[src/rtl/switch_button_reader.sv]
// Read-only device-bus peripheral: synchronised, periodically sampled switches and
// debounced push-buttons with sticky press flags that clear when the CPU reads them.
module switch_button_reader #(
  parameter logic [11:0] SWADDR    = 12'h070,
  parameter logic [11:0] BTNADDR   = 12'h074,
  parameter int          DB_CYCLES = 100000,
  parameter int          CNT_W     = 17
) (
  input  logic        clk,
  input  logic        rst,
  input  logic        dv_rd_e,
  input  logic [11:0] dv_addr,
  input  logic [23:0] sw,
  input  logic [4:0]  btn,
  output logic [31:0] data_tocpu
);

  localparam logic [CNT_W-1:0] C_LAST = CNT_W'(DB_CYCLES - 1);
  localparam logic [CNT_W-1:0] C_ONE  = CNT_W'(1);
  localparam logic [CNT_W-1:0] C_ZERO = {CNT_W{1'b0}};

  logic [23:0]            r_sw_m;
  logic [23:0]            r_sw_s;
  logic [4:0]             r_btn_m;
  logic [4:0]             r_btn_s;
  logic [CNT_W-1:0]       r_tick;
  logic [23:0]            r_sw_reg;
  logic [4:0]             r_btn_db;
  logic [4:0]             r_btn_flag;
  logic [4:0][CNT_W-1:0]  r_cnt;

  logic [4:0]             w_db_next;
  logic [4:0][CNT_W-1:0]  w_cnt_next;
  logic [4:0]             w_press;
  logic                   w_rd_btn;

  assign w_rd_btn = dv_rd_e & (dv_addr == BTNADDR);
  assign w_press  = w_db_next & ~r_btn_db;

  // Per-button debounce: accept a new level only after DB_CYCLES consecutive mismatches
  always_comb begin
    w_db_next  = r_btn_db;
    w_cnt_next = r_cnt;
    for (int i = 0; i < 5; i++) begin
      if (r_btn_s[i] == r_btn_db[i]) begin
        w_cnt_next[i] = C_ZERO;
      end else if (r_cnt[i] == C_LAST) begin
        w_db_next[i]  = r_btn_s[i];
        w_cnt_next[i] = C_ZERO;
      end else begin
        w_cnt_next[i] = r_cnt[i] + C_ONE;
      end
    end
  end

  // Synchronisers, switch sample tick, debounce state and sticky press flags
  always_ff @(posedge clk) begin
    if (rst) begin
      r_sw_m     <= 24'd0;
      r_sw_s     <= 24'd0;
      r_btn_m    <= 5'd0;
      r_btn_s    <= 5'd0;
      r_tick     <= C_ZERO;
      r_sw_reg   <= 24'd0;
      r_btn_db   <= 5'd0;
      r_btn_flag <= 5'd0;
      r_cnt      <= {5{C_ZERO}};
    end else begin
      r_sw_m  <= sw;
      r_sw_s  <= r_sw_m;
      r_btn_m <= btn;
      r_btn_s <= r_btn_m;
      if (r_tick == C_LAST) begin
        r_tick   <= C_ZERO;
        r_sw_reg <= r_sw_s;
      end else begin
        r_tick   <= r_tick + C_ONE;
        r_sw_reg <= r_sw_reg;
      end
      r_btn_db   <= w_db_next;
      r_cnt      <= w_cnt_next;
      // A press on the same edge as a read-clear survives the clear
      r_btn_flag <= (w_rd_btn ? 5'd0 : r_btn_flag) | w_press;
    end
  end

  // Zero-wait-state read decode
  always_comb begin
    data_tocpu = 32'd0;
    if (dv_rd_e) begin
      case (dv_addr)
        SWADDR:  data_tocpu = {8'd0, r_sw_reg};
        BTNADDR: data_tocpu = {19'd0, r_btn_flag, 3'd0, r_btn_db};
        default: data_tocpu = 32'd0;
      endcase
    end else begin
      data_tocpu = 32'd0;
    end
  end

endmodule

[config.mk]
export PLATFORM = sky130hd
export DESIGN_NAME = switch_button_reader
export DESIGN_NICKNAME = d
export VERILOG_FILES = /design/src/rtl/switch_button_reader.sv
export SDC_FILE = /design/constraint.sdc
export NUM_CORES = 1
export LEC_CHECK = 0
export ABC_AREA = 1
export BUFFER_PORTS_ARGS = -buffer_cell sky130_fd_sc_hd__clkbuf_2
export CAP_MARGIN = 30
export CORE_MARGIN = 10
export CORE_UTILIZATION = 55
export CTS_BUF_LIST = sky130_fd_sc_hd__clkbuf_8
export CTS_CLUSTER_SIZE = 14
export DETAILED_ROUTE_END_ITERATION = 8
export PLACE_DENSITY_LB_ADDON = 0.05
export SLEW_MARGIN = 20
export SYNTH_ARGS = -nofsm -noshare
export SYNTH_HDL_FRONTEND = slang
export SYNTH_SLANG_ARGS = --single-unit
[constraint.sdc]
create_clock -name clk -period 2.1 [get_ports clk]
set_input_delay 0.42 -clock clk [delete_from_list [all_inputs] [get_ports clk]]
set_output_delay 0.42 -clock clk [all_outputs]
set_load 0.02 [all_outputs]
==> run summary <==
The tool flagged a number of max-cap violations equal to 0. The type of the worst min-delay path was in -> reg. The cell sitting at the root of the clock tree is a sky130_fd_sc_hd__clkbuf_8.

The number of I/O pins was 76. The number of flip-flops in the largest register works out to 85. Slowest stage cell on the critical path: sky130_fd_sc_hd__buf_4. The slew at the pin with the worst max-slew slack was 0.505 ns. The run gives 1234 as the synthesized instance count.

The floorplan has 45 rows. The synthesized netlist contains 34 unique library cells. The post-detailed-placement half-perimeter wirelength came out at 12500 microns. The worst pin sits at a relative slew slack of 66.2%. Maximum fanout encountered on the critical timing path: 4.

The floorplan step defined a die boundary enclosing 21000 sq um. In the routed layout, each cell is associated on average with a via count of 4.79. After synthesis, the mean cell area works out to 6.96 sq um.

0 antenna diodes ended up in the layout. The clock net in this run drives a total of 194 sinks. For the total internal power, the log shows 4.73 mW.

The number of slew-limit violations in the final report was 0; the ratio of total power to cell area was 669 nW/um^2. The tools report the sort of element at the end of the critical path as an output port. The layout has 1439 filler cells.

The combinational group share of total power was 3.3%; the time the worst path needs with I/O delays and setup was 1.95 ns. The synthesized design contains 0 enable-type register cells. Commonest register cell after synthesis: sky130_fd_sc_hd__dfxtp_1.

In the layout the commonest cells are 272 x sky130_fd_sc_hd__nor2_1, 224 x sky130_fd_sc_hd__nand2_1, 200 x sky130_fd_sc_hd__inv_1, 194 x sky130_fd_sc_hd__dfxtp_1, 89 x sky130_fd_sc_hd__nand3_1. The number of DRC markers in iteration 0 is 292, and the initial antenna violation count is 0. The run finished with clean final reports. The maximum buffer depth of the clock tree was 2. The part of the cycle the worst path needs is 92.7%, and the count of yosys warnings during synthesis is 0.

Summed over all layers, the routed wires come to 17200 microns. The cell family with the largest share of critical-path delay is buffers and inverters. Between clock sinks in the finished design, the worst skew comes to 0.0173 ns. The die is 145 microns wide. The pre-antenna-repair detailed-routing pass consisted of 6 iterations. Synthesis inferred 194 register bits. Worst-case vdd ir drop: 0.542 mV. Proportion of synthesized flip-flops having asynchronous set or reset: 0%. The register with the most flip-flops in the final layout is r_cnt.

Global routing used 16.2% of the available tracks across all layers. The switching power is 1.66 mW, and the share of the yosys chip area belonging to registers is 45.2%. The run gives 0.48 ns as the clock latency on the worst-skew pair.

Count of buffers from port buffering: 67. The die is 145 microns tall. The wire length of the first global-routing pass was 29400 microns. Summed over all failing endpoints, the final setup total negative slack is 0 ns. Entering global routing, the biggest net connects 55 pins.

The mapped netlist covers 8580 sq um. The fraction of power spent switching nets is 26.0%, and the delay of the slowest critical-path stage is 0.21 ns. The number of global-route vias before repair is 6678, and the total clock buffers created by CTS is 17.

The share of final-layout standard cells stronger than drive strength 1 was 11.2%. Global routing finished with a remaining overflow of 0. The kind of critical path is in -> out.

Together, buffers and inverters on the worst path number 4. The logs give 1.68 ns for the data required time of the critical path and 0 for the final routed DRC violation total. Leaving out fill and tap cells, the most frequent cell in the layout is sky130_fd_sc_hd__nor2_1. The count of H-tree levels built during CTS came out at 4. Setup violations remaining at the end of the flow were counted as 0. The final routed wire length divided by cell count came out at 11.3 microns. For the share of power burned in the clock network, the log shows 37.9%.

The region available for standard cell placement spans 15300 sq um. From synthesis to final layout, the design area changed by 11.3%. The run gives 7322 as the number of vias in the routed layout. The final net count was 1354. Walking the worst path, the cells encountered are clkbuf_2, inv_1, nand4_1, nor2_1, nand3_2, buf_4, o22ai_1, clkbuf_2. Clock-pin slew was measured on the worst setup and hold paths at 0.12 ns. The run gives 0.514 GHz as the highest clock frequency the design can meet. Summed over all cells, the static leakage comes to 3.73 nW. STA puts the critical path data arrival time at 1.53 ns. Prior to clock tree synthesis, the placed netlist has a worst setup slack of 0.0490 ns. TritonCTS built the clock tree.

The tools report the number of failing hold endpoints at the final stage as 0. At the end of routability-driven placement, the weighted congestion stood at 0.874. Launching element type of the critical path: an input port. Sequential cells burn 58.8% of the power. Setup slack closes at 0.154 ns.

Among the stages of the critical path, the cell type that occurs most often is sky130_fd_sc_hd__clkbuf_2. The tools report the remaining antenna violation count after routing as 0. Setup repair after global routing left no endpoint under its margin. The worst-case hold slack came out at 0.109 ns.

For the starting density of the core, the log shows 56.3%.
==> layer usage <==
metal / global-route usage, % / part of all wire, %
met2: 27.9 / 48
met1: 19.2 / 47
met4: 4.95 / 1.6
met3: 4.28 / 3.8
met5: 0 / 0
==> power by group through the flow <==
stage / combinational (mW) / clock [mW] / sequential (mW)
3_3_place_gp: 0.210 / 0 / 3.84
2_1_floorplan: 0.149 / 0 / 3.84
4_1_cts: 0.213 / 2.50 / 3.76
6_report: 0.212 / 2.42 / 3.76
5_1_grt: 0.246 / 2.66 / 3.77
3_5_place_dp: 0.212 / 0 / 3.84
==> cell families (layout without fill, tap and decap cells) <==
logic type                 after synthesis  count (layout)  share of synthesized area, %
adders and majority gates                6               6                         0.875
buffers and inverters                  241             317                          11.5
DFF                                    194             194                          45.2
AOI/OAI and AO/OA                       66              66                          4.07
xor gates and xnor gates                32              32                          3.27
other                                    1               8                        0.0437
and+or+nand+nor                        694             694                          35.0
==> stage by stage <==
| step | utilization [%] | power (mW) | cell area, sq um | std cells |
|---|---|---|---|---|
| after floorplan | - | 3.99 | 8610 | 1241 |
| after global placement | 59.7 | 4.05 | 9110 | 1496 |
| after detailed placement | 59.7 | 4.05 | 9110 | 1496 |
| after CTS | 62.5 | 6.47 | 9530 | 1528 |
| after global routing | 62.6 | 6.67 | 9550 | 1528 |
| final | 62.6 | 6.39 | 9550 | 1528 |
==> cells in the mapped netlist, types with 10 or more instances <==
cell type / number / share of area [%]
sky130_fd_sc_hd__xnor2_1: 10 / 1.0
sky130_fd_sc_hd__o22ai_1: 10 / 0.73
sky130_fd_sc_hd__a21oi_1: 42 / 2.4
sky130_fd_sc_hd__nand4_1: 39 / 2.8
sky130_fd_sc_hd__nor2_1: 272 / 12
sky130_fd_sc_hd__nor3_1: 38 / 2.2
sky130_fd_sc_hd__o21ai_0: 10 / 0.58
sky130_fd_sc_hd__dfxtp_1: 194 / 45
sky130_fd_sc_hd__inv_1: 200 / 8.7
sky130_fd_sc_hd__buf_4: 13 / 1.1
sky130_fd_sc_hd__clkbuf_1: 14 / 0.61
sky130_fd_sc_hd__nand2_1: 224 / 9.8
sky130_fd_sc_hd__nand3_1: 90 / 5.2
sky130_fd_sc_hd__xor2_1: 22 / 2.2
==> cell type report <==
cell class / count / area (sq um) / area share, %
Tap cell: 211 / 264 / 2.76
Multi-Input combinational cell: 806 / 3760 / 39.4
Timing Repair Buffer: 80 / 458 / 4.79
Inverter: 205 / 769 / 8.05
Clock inverter: 15 / 184 / 1.93
Sequential cell: 194 / 3880 / 40.6
Clock buffer: 17 / 234 / 2.45
==> timing repair <==
action	4_1_cts	5_1_grt
endpoints found under the setup margin	0	10
hold endpoints to repair	0	0
resized for setup	0	4
hold buffers	0	0
buffers inserted	0	0
==> final timing paths <==
check	from	to	slack [ns]	depth (start not counted)
min	sw[22]	r_sw_m[22]	0.11	3
max reg2reg	r_cnt[51]	r_cnt[59]	0.41	6
max	dv_addr[9]	data_tocpu[9]	0.15	8
min reg2reg	r_btn_m[3]	r_btn_s[3]	0.41	2
==> tightest hold or removal path, stage by stage <==
cell and delay, ns:
sky130_fd_sc_hd__clkbuf_2 0.08, sky130_fd_sc_hd__inv_1 0.04, sky130_fd_sc_hd__nor2_1 0.03
Note: power is estimated with default switching activity, not from simulation.
